File: src/rtl/otter_fetch_stage.sv
// OTTER instruction-fetch stage: PC register, next-PC selection and a single-outstanding
// imem handshake. Define FETCH_BYPASS_EN to forward imem responses straight to Instr_F.
module otter_fetch_stage #(
  parameter logic [31:0] RESET_VECTOR = 32'h0000_0000,
  parameter logic [31:0] NOP_INSTR    = 32'h0000_0013
) (
  input  logic        CLK,
  input  logic        RST_N,
  input  logic        stall_F,
  input  logic        PCSrc_E,
  input  logic [31:0] PC_target_E,
  output logic        imem_req,
  output logic [31:0] imem_addr,
  input  logic [31:0] imem_rdata,
  input  logic        imem_valid,
  output logic [31:0] Instr_F,
  output logic [31:0] PC_F,
  output logic [31:0] PC_plus4_F,
  output logic        fetch_valid_F
);

  typedef enum logic [1:0] {
    S_REQ,
    S_WAIT,
    S_HOLD,
    S_DROP
  } state_t;

  state_t      state;
  logic [31:0] pc_q;
  logic [31:0] buf_q;
  logic [31:0] pc_plus4;
  logic [31:0] target_aligned;
  logic        bypass_take;
  logic        advance;

  assign pc_plus4       = pc_q + 32'd4;
  assign target_aligned = {PC_target_E[31:2], 2'b00};

`ifdef FETCH_BYPASS_EN
  // A response arriving in WAIT is presented directly unless a redirect kills it.
  assign bypass_take = (state == S_WAIT) && imem_valid && !PCSrc_E;
`else
  assign bypass_take = 1'b0;
`endif

  // The presented instruction is consumed this edge and the next sequential fetch goes out.
  assign advance = ((state == S_HOLD) && !stall_F && !PCSrc_E) || (bypass_take && !stall_F);

  assign imem_req      = RST_N && ((state == S_REQ) || advance);
  assign imem_addr     = (state == S_REQ) ? pc_q : pc_plus4;
  assign fetch_valid_F = (state == S_HOLD) || bypass_take;
  assign Instr_F       = (state == S_HOLD) ? buf_q :
                         bypass_take       ? imem_rdata : NOP_INSTR;
  assign PC_F          = pc_q;
  assign PC_plus4_F    = pc_plus4;

  // NOTE: all state uses non-blocking assignments so every register samples pre-edge values.
  always_ff @(posedge CLK) begin
    if (!RST_N) begin
      state <= S_REQ;
      pc_q  <= RESET_VECTOR;
      buf_q <= '0;
    end else begin
      case (state)
        S_REQ: begin
          if (PCSrc_E) begin
            pc_q  <= target_aligned;
            state <= S_DROP;
          end else begin
            state <= S_WAIT;
          end
        end
        S_WAIT: begin
          if (PCSrc_E) begin
            pc_q  <= target_aligned;
            state <= imem_valid ? S_REQ : S_DROP;
          end else if (imem_valid) begin
            if (advance) begin
              pc_q <= pc_plus4;
            end else begin
              buf_q <= imem_rdata;
              state <= S_HOLD;
            end
          end
        end
        S_HOLD: begin
          if (PCSrc_E) begin
            pc_q  <= target_aligned;
            state <= S_REQ;
          end else if (advance) begin
            pc_q  <= pc_plus4;
            state <= S_WAIT;
          end
        end
        S_DROP: begin
          if (PCSrc_E) pc_q <= target_aligned;
          // The stale response closes the drop window; a fresh fetch can then be issued.
          if (imem_valid) state <= S_REQ;
        end
        default: state <= S_REQ;
      endcase
    end
  end

endmodule

File: config.mk
export PLATFORM = sky130hd
export DESIGN_NAME = otter_fetch_stage
export DESIGN_NICKNAME = d
export VERILOG_FILES = /design/src/rtl/otter_fetch_stage.sv
export SDC_FILE = /design/constraint.sdc
export NUM_CORES = 1
export LEC_CHECK = 0
export CORE_MARGIN = 1.5
export CORE_UTILIZATION = 42
export DETAILED_ROUTE_END_ITERATION = 12
export PLACE_DENSITY = 0.92
export SETUP_SLACK_MARGIN = 0.2
export SLEW_MARGIN = 20
export SYNTH_ARGS = -nofsm -noshare
export SYNTH_HDL_FRONTEND = slang
export SYNTH_SLANG_ARGS = --single-unit
File: constraint.sdc
create_clock -name CLK -period 2.82 [get_ports CLK]
set_input_delay 0.423 -clock CLK [delete_from_list [all_inputs] [get_ports CLK]]
set_output_delay 0.423 -clock CLK [all_outputs]
set_load 0.01 [all_outputs]
=== After elaboration in Yosys (flattened, before gate mapping) ===
Index checks and enable logic that the tools add are counted.
Widths: inputs -> output; s select.

* Bitwise operators: 2
* Multiplexer cells: 17
* Equality and inequality tests: 8
* $add $sub $neg: 1
* Reductions and logical operators: 11

{| class="wikitable"
|+ Operator list
! operator !! count
|-
| $mux 32 || 7
|-
| $pmux 32 s3 || 1
|-
| $add 32x3->32 const B || 1
|-
| $mux 2 || 8
|-
| $pmux 2 s4 || 1
|-
| $reduce_and 4->1 || 2
|-
| $ne 3x3->1 const B || 2
|-
| $eq 2x2->1 const B || 2
|-
| $logic_and 1x1->1 || 3
|-
| $ne 3x2->1 const B || 1
|-
| $eq 2x1->1 const B || 1
|-
| $logic_not 1->1 || 2
|-
| $logic_not 2->1 || 1
|-
| $ne 2x1->1 const B || 1
|-
| $ne 2x2->1 const B || 1
|-
| $not 1->1 || 2
|-
| $reduce_and 2->1 || 1
|-
| $reduce_or 2->1 || 1
|-
| $logic_or 1x1->1 || 1
|}

* Logic and storage cells: 42
* Output and inout bits: 130
* Bits in registers: 66
* Bits of input ports: 69

=== Depth between registers and ports, before layout ===
Gate-level depths: netlist of the first run.

* Word-level depth: 7
* Depth in mapped cells: 9
* Mapped depth without buffers: 7

=== Worst setup path before layout of the first run ===
No wires, ideal clock.

* Path type: register to output
* From: register pc_q[2] (netlist: PC_F[2])
* To: output port imem_addr[26]
* Cell stages (with the launch flop): 7
* Buffers on the path: 0
* Data arrival time: 2018 ps
* Required time: 2397 ps
* Slack: 379 ps
* Cell sequence: dfxtp_1 > ha_1 > nand3_1 > nor2_1 > nand2_1 > nor3_1 > xor2_1

* Cells in the longest elaborated chain, start to end: 2

{| class="wikitable"
|+ RTL lines
! item !! line !! text
|-
| start: declaration || 30 || <nowiki>logic [31:0] pc_q;</nowiki>
|-
| start signal: assignment || 68 || <nowiki>pc_q <= target_aligned;</nowiki>
|-
| start signal: assignment || 76 || <nowiki>pc_q <= target_aligned;</nowiki>
|-
| start signal: assignment || 80 || <nowiki>pc_q <= pc_plus4;</nowiki>
|-
| $add 32x3->32 || 37 || <nowiki>assign pc_plus4 = pc_q + 32'd4;</nowiki>
|-
| $mux 32 || 51 || <nowiki>assign imem_addr = (state == S_REQ) ? pc_q : pc_plus4;</nowiki>
|-
| end: declaration || 13 || <nowiki>output logic [31:0] imem_addr,</nowiki>
|}

No other way between the ends.

=== Worst setup path after layout of the first run ===
* From: register pc_q[13] (netlist: PC_F[13])
* To: output port imem_addr[30]

The elaborated chain is that of the path after synthesis.

==> results of run 1 <==
## logic make-up (layout without fill, tap and decap cells)
family / after synthesis / in the layout
other cells: 1 / 6
compound gates: 111 / 111
buf+inv: 72 / 287
simple gates: 272 / 272
mux: 8 / 8
xor+xnor: 64 / 64
flops: 64 / 64
fa+ha+maj: 5 / 5
## synth_stat cells, types with 5 or more instances
master | n | share of area, %
buf_2 | 8 | 0.93
clkbuf_1 | 39 | 3.4
nand4_1 | 13 | 1.9
nand2b_1 | 8 | 1.2
nor3_1 | 21 | 2.4
o22ai_1 | 5 | 0.72
o21ai_0 | 20 | 2.3
xor2_1 | 37 | 7.5
nor4_1 | 7 | 1.0
a21oi_1 | 54 | 6.2
nor2_1 | 42 | 3.6
and3_1 | 7 | 1.0
inv_1 | 7 | 0.61
nand2_1 | 101 | 8.8
buf_4 | 15 | 2.6
and4_1 | 6 | 1.2
ha_1 | 5 | 1.4
dfxtp_1 | 64 | 30
o31ai_1 | 5 | 0.87
xnor2_1 | 27 | 5.5
mux2i_1 | 7 | 1.6
nand3_1 | 23 | 2.7
and2_1 | 30 | 4.3
## path summary, 6_finish.rpt
kind / from / end / slack [ns]
worst max register to register: PC_F[3] / PC_F[22] / 0.62
worst max-delay path: PC_F[13] / imem_addr[30] / 0.02
worst min register to register: buf_q[22] / buf_q[22] / 0.45
worst min-delay path: buf_q[22] / buf_q[22] / 0.45
## power by group through the flow
stage               Combinational, mW  Clock [mW]  Sequential, mW
floorplan                       0.818           0            1.10
global placement                 1.51           0            1.08
detailed placement               1.57           0            1.09
CTS                              1.56       0.925            1.08
global route                     1.78       0.975            1.10
finish                           1.68       0.925            1.09
## per-layer routing
layer  share of wire [%]  track usage [%]  vias to the layer above
met5                   0                0                        -
met4                 3.8             13.7                        0
li1                    -                -                     2442
met3                 9.1             6.20                       80
met1                  36             32.5                     2488
met2                  51             53.5                      369
## timing repair
item                                    in CTS  in global routing
resized for setup                           96                 74
buffers inserted                            13                 10
gates cloned                                 0                  1
endpoints found under the setup margin      49                 35
pin swaps                                   12                 13
## registers in the layout, summed over array words and instances (netlist names)
register,count
PC_F,30
state,2
buf_q,32
## layout make-up
class                           count  area [um^2]
Sequential cell                    64         1310
Fill cell                         666         2650
Timing Repair Buffer              263         2450
Inverter                            8         30.0
Clock inverter                      6         90.1
Multi-Input combinational cell    466         3030
Tap cell                          133          166
Clock buffer                       10          138
## layout by cell type (no fill, tap or decap), drive strengths merged, types with 9 or more instances in the layout
| cell | n |
|---|---|
| clkdlybuf4s50 | 141 |
| nand2 | 101 |
| buf | 77 |
| dfxtp | 64 |
| a21oi | 54 |
| nor2 | 42 |
| xor2 | 37 |
| and2 | 30 |
| xnor2 | 27 |
| nand3 | 23 |
| dlygate4sd2 | 21 |
| nor3 | 21 |
| o21ai | 20 |
| clkbuf | 19 |
| dlymetal6s2s | 15 |
| nand4 | 14 |
| inv | 9 |
## critical path, delay by kind of cell, from the launching register on
| kind | cells | cell delay [ns] |
|---|---|---|
| XOR/XNOR | 1 | 0.15 |
| buffers and inverters | 2 | 0.72 |
| flip-flops | 1 | 0.38 |
| AND/OR/NAND/NOR | 4 | 0.79 |
## metrics by stage
stage | setup slack (ns) | instances | cell area (um^2)
final | 0.0173 | 950 | 7220
after global routing | -0.0585 | 950 | 7220
after CTS | -0.00792 | 939 | 7030
after detailed placement | 0.0578 | 910 | 6490
after global placement | 0.112 | 910 | 6490
after floorplan | 0.379 | 602 | 4350
==> metrics.yaml, run 1 <==
outcome:
  status: "finished, final reports clean"
grt:
  grt_pass1_wl_mm: 26.0
  grt_usage_pct: 29.4
  grt_pass1_vias: 5238
  grt_overflow: 0
  grt_max_degree: 54
  antenna_found_initial: 0
setup_path:
  worst_setup_path_start_kind: "flop"
  cpMaxStageDelayCell: "clkdlybuf4s50_1"
  path_class: "reg -> out"
  crit_arrival_ns: 2.38
  cpPeakStageDelay_ns: 0.55
  cp_max_fo: 3
  end_kind: "primary output"
  ff2ff_path_depth: 8
  cp_cell_sequence: "nand4_1 -> buf_6 -> nor4_4 -> nand2_2 -> nor3_2 -> xor2_1 -> clkdlybuf4s50_1"
  required_ns: 2.40
sta:
  timing.hold.ws_ns: 0.453
  rsz0062_at_grt: "yes"
  tightest_slew_ns: 0.614
  fmax_mhz: 357
  setup_viol: 0
  slew_viol_final: 0
  final-hold-violation-count: 0
  period_minus_slack_ns: 2.80
  relSlewSlack_pct: 59.1
  finalSetupTns_ns: 0
  fin_skew_ns: 0.0127
  layout_worst_path_cycle_share_pct: 99.4
power:
  vdd.ir_drop.worst_mv: 0.300
  switching_share_pct: 38.0
  power.total_mw: 3.70
  clkPwrFrac_pct: 25.0
  power_frac_comb_pct: 45.4
  seq_power_share_pct: 29.5
  p_per_area_nw_per_um2: 512
  p_switching_mw: 1.40
  power.internal_mw: 2.29
  cellLeakagePower_nw: 3.24
min_path:
  hp-class: "reg -> reg"
  hold_path_depth: 2
drt:
  drc: 0
  drtPass1Iterations: 6
  via_per_inst: 5.66
  vias: 5379
  drt-initial-drc-count: 552
  routedWlPerCell_um: 18.6
  drt_wl_total_mm: 17.7
  ant_nets: 0
clock_tree:
  cts_hold_buf: 0
  cts_buffers: 9
  clk_latency_ns: 0.35
  htree_levels: 3
  cts_buffer_depth: 2
  cts-root-buf: "clkbuf_8"
  cts_tree: "built"
  clock-sinks: 64
  path_clk_slew_ns: 0.08
synthesis:
  synthAdderAreaFrac_pct: 1.45
  synth_area_um2: 4330
  synthSimpleGateAreaFrac_pct: 30.8
  async_flop_share_pct: 0
  synth-seq-area-share_pct: 29.6
  yosys_warnings: 0
  synthCells: 597
  synth.mux.area_fraction_pct: 1.88
  synth.avg_cell_area_um2: 7.25
  synth-xor-area-share_pct: 13.0
  synth-seq-cells: 64
  synth_edf_count: 0
  synth_top_family_by_area: "simple AND/OR/NAND/NOR gates"
  synthDistinctLibCells: 48
  synth_ff_type: "dfxtp_1"
  synth_compound_area_share_pct: 15.4
floorplan:
  die_w_um: 105
  num_rows: 36
  die_area_um2: 10900
  die_y_um: 105
  start_util_pct: 43.9
  coreArea_um2: 9860
  pin_count: 199
run:
  max-cap-violations: 0
cells_and_area:
  num-nets-final: 886
  fin_util_pct: 73.1
  areaGrowthSynthToFinish_pct: 66.7
  n_antenna_cell: 0
  drive_above_1_share_pct: 21.2
place:
  gp_congestion: 0.908
  dpl.hpwl_mm: 11.3
  portBuffers: 190
(Power assumes the default switching activity.)
==> run 2: changes to the inputs <==
- CAP_MARGIN: not set -> 10
- clock period: 2.82 -> 2.6 ns (I/O delays scaled with it)
==> metrics.yaml, run 2 (synthesis results as in run 1) <==
grt:
  grt_max_degree: 54
  grt_pass1_wl_mm: 26.8
  grt_pass1_vias: 5311
  antenna_found_initial: 0
  grt_usage_pct: 30.3
  grt_overflow: 0
clock_tree:
  htree_levels: 3
  cts_tree: "built"
  path_clk_slew_ns: 0.08
  clock-sinks: 64
  cts_buffers: 9
  cts-root-buf: "clkbuf_8"
  cts_hold_buf: 0
  clk_latency_ns: 0.36
  cts_buffer_depth: 2
cells_and_area:
  num-nets-final: 910
  areaGrowthSynthToFinish_pct: 72.2
  layout_commonest_cell: "clkdlybuf4s50_1"
  layout.cells.non_filler: 974
  largest_reg_flops: 32
  largest-register: "buf_q"
  drive_above_1_share_pct: 28.5
  layout_common_cells: "clkdlybuf4s50_1 (135), nand2_1 (97), buf_4 (82), a21oi_1 (54), dfxtp_1 (45)"
  n_antenna_cell: 0
  stdcell_area_um2: 7450
  num-fill-cells: 670
min_path:
  hp-class: "reg -> reg"
sta:
  slew_viol_final: 0
  layout_worst_path_cycle_share_pct: 99.4
  rsz0062_at_grt: "yes"
  setup_viol: 0
  fmax_mhz: 387
  relSlewSlack_pct: 59.4
  period_minus_slack_ns: 2.59
  tightest_slew_ns: 0.609
  final-hold-violation-count: 0
  setup_slack_ns: 0.0148
  fin_skew_ns: 0.0250
power:
  p_per_area_nw_per_um2: 566
  p_switching_mw: 1.59
  power.internal_mw: 2.63
  power_frac_comb_pct: 46.0
  switching_share_pct: 37.7
  seq_power_share_pct: 27.9
  cellLeakagePower_nw: 3.22
  vdd.ir_drop.worst_mv: 0.415
  clkPwrFrac_pct: 26.1
drt:
  via_per_inst: 5.82
  routedWlPerCell_um: 19.3
  drt_wl_total_mm: 18.8
  drt-initial-drc-count: 659
  drtPass1Iterations: 6
  drc: 0
  ant_nets: 0
  vias: 5668
place:
  dpl.cell_count: 928
  postPlaceCellArea_um2: 6620
  dpl.hpwl_mm: 11.4
  place_ws_ns: -0.0798
  gp_congestion: 0.927
  portBuffers: 190
setup_path:
  cpPeakStageDelay_ns: 0.36
  cp_max_fo: 6
  crit_arrival_ns: 2.20
  worst_setup_path_start_kind: "flop"
  path_class: "reg -> out"
  cpMaxStageDelayCell: "dfxtp_2"
  critPathTopFamily: "buffers and inverters"
  cp_cell_sequence: "buf_6 -> nand4_1 -> nor4_2 -> buf_4 -> nand2_4 -> buf_6 -> buf_6 -> nor2_4 -> xnor2_2 -> buf_2"
  crit_buf_inv: 5
  end_kind: "primary output"
  required_ns: 2.21
  cp_common_cell: "buf_6"
floorplan:
  die_area_um2: 10900
  die_y_um: 105
  start_util_pct: 43.9
  die_w_um: 105
  coreArea_um2: 9860
  num_rows: 36
  pin_count: 199
run:
  max-cap-violations: 0
outcome:
  status: "finished, final reports clean"
run 2: cell count changes in the layout (fill, tap and decap cells not counted), moves of 4 or more:
cell	delta
xnor2_2	+7
buf_2	+25
clkdlybuf4s50_1	-6
buf_6	+8
nor2_1	-6
xnor2_1	-7
dlygate4sd2_1	-6
buf_4	+15
nor2_4	+4
dlymetal6s2s_1	-12
run 2: tightest hold or removal path, delay by kind of cell, from the launching register on:
| kind | cells | cell delay, ns |
|---|---|---|
| AOI/OAI and AO/OA | 1 | 0.05 |
| DFF | 1 | 0.31 |
| and+or+nand+nor | 1 | 0.05 |
run 2: cell type report:
class / instances / area, um^2 / area share, %
clock inverter: 6 / 115 / 1.54
sequential: 64 / 1310 / 17.6
timing repair buffer: 287 / 2530 / 34.0
multi-input combinational: 466 / 3160 / 42.4
inverter: 8 / 30.0 / 0.403
clock buffer: 10 / 138 / 1.85
tap: 133 / 166 / 2.23
run 2: stage by stage:
| step | TNS (ns) | total power, mW | hold WS, ns | utilization [%] |
|---|---|---|---|---|
| after floorplan | 0 | 2.08 | 0.431 | - |
| after global placement | -0.0113 | 2.83 | 0.437 | 67.1 |
| after detailed placement | -0.259 | 2.90 | 0.444 | 67.1 |
| after CTS | 0 | 4.03 | 0.455 | 73.8 |
| after global routing | -0.400 | 4.39 | 0.469 | 75.5 |
| final | 0 | 4.22 | 0.451 | 75.5 |
run 2: power by group through the flow:
stage / combinational, mW / sequential [mW] / clock (mW)
finish: 1.94 / 1.18 / 1.10
global route: 2.04 / 1.19 / 1.16
CTS: 1.77 / 1.16 / 1.10
detailed placement: 1.73 / 1.17 / 0
global placement: 1.67 / 1.16 / 0
floorplan: 0.887 / 1.19 / 0
run 2: what timing repair did:
| item | in CTS | in global routing |
|---|---|---|
| buffers inserted | 20 | 10 |
| resized for setup | 204 | 81 |
| pin swaps | 19 | 37 |
| endpoints found under the setup margin | 58 | 72 |
run 2: per-layer routing:
metal | global-route usage, % | up-vias | part of all wire, %
met1 | 34.5 | 2634 | 36
met5 | 0 | - | 0
li1 | - | 2489 | -
met2 | 52.5 | 427 | 49
met4 | 18.2 | 0 | 6.1
met3 | 5.51 | 118 | 8.9
run 2: final timing paths:
path              slack, ns  cells past startpoint            end      from
setup / recovery       0.01                     10  imem_addr[19]   PC_F[6]
hold / removal         0.45                      2       buf_q[7]  buf_q[7]
setup reg to reg       0.41                      7       PC_F[26]  state[1]
hold reg to reg        0.45                      2       buf_q[7]  buf_q[7]
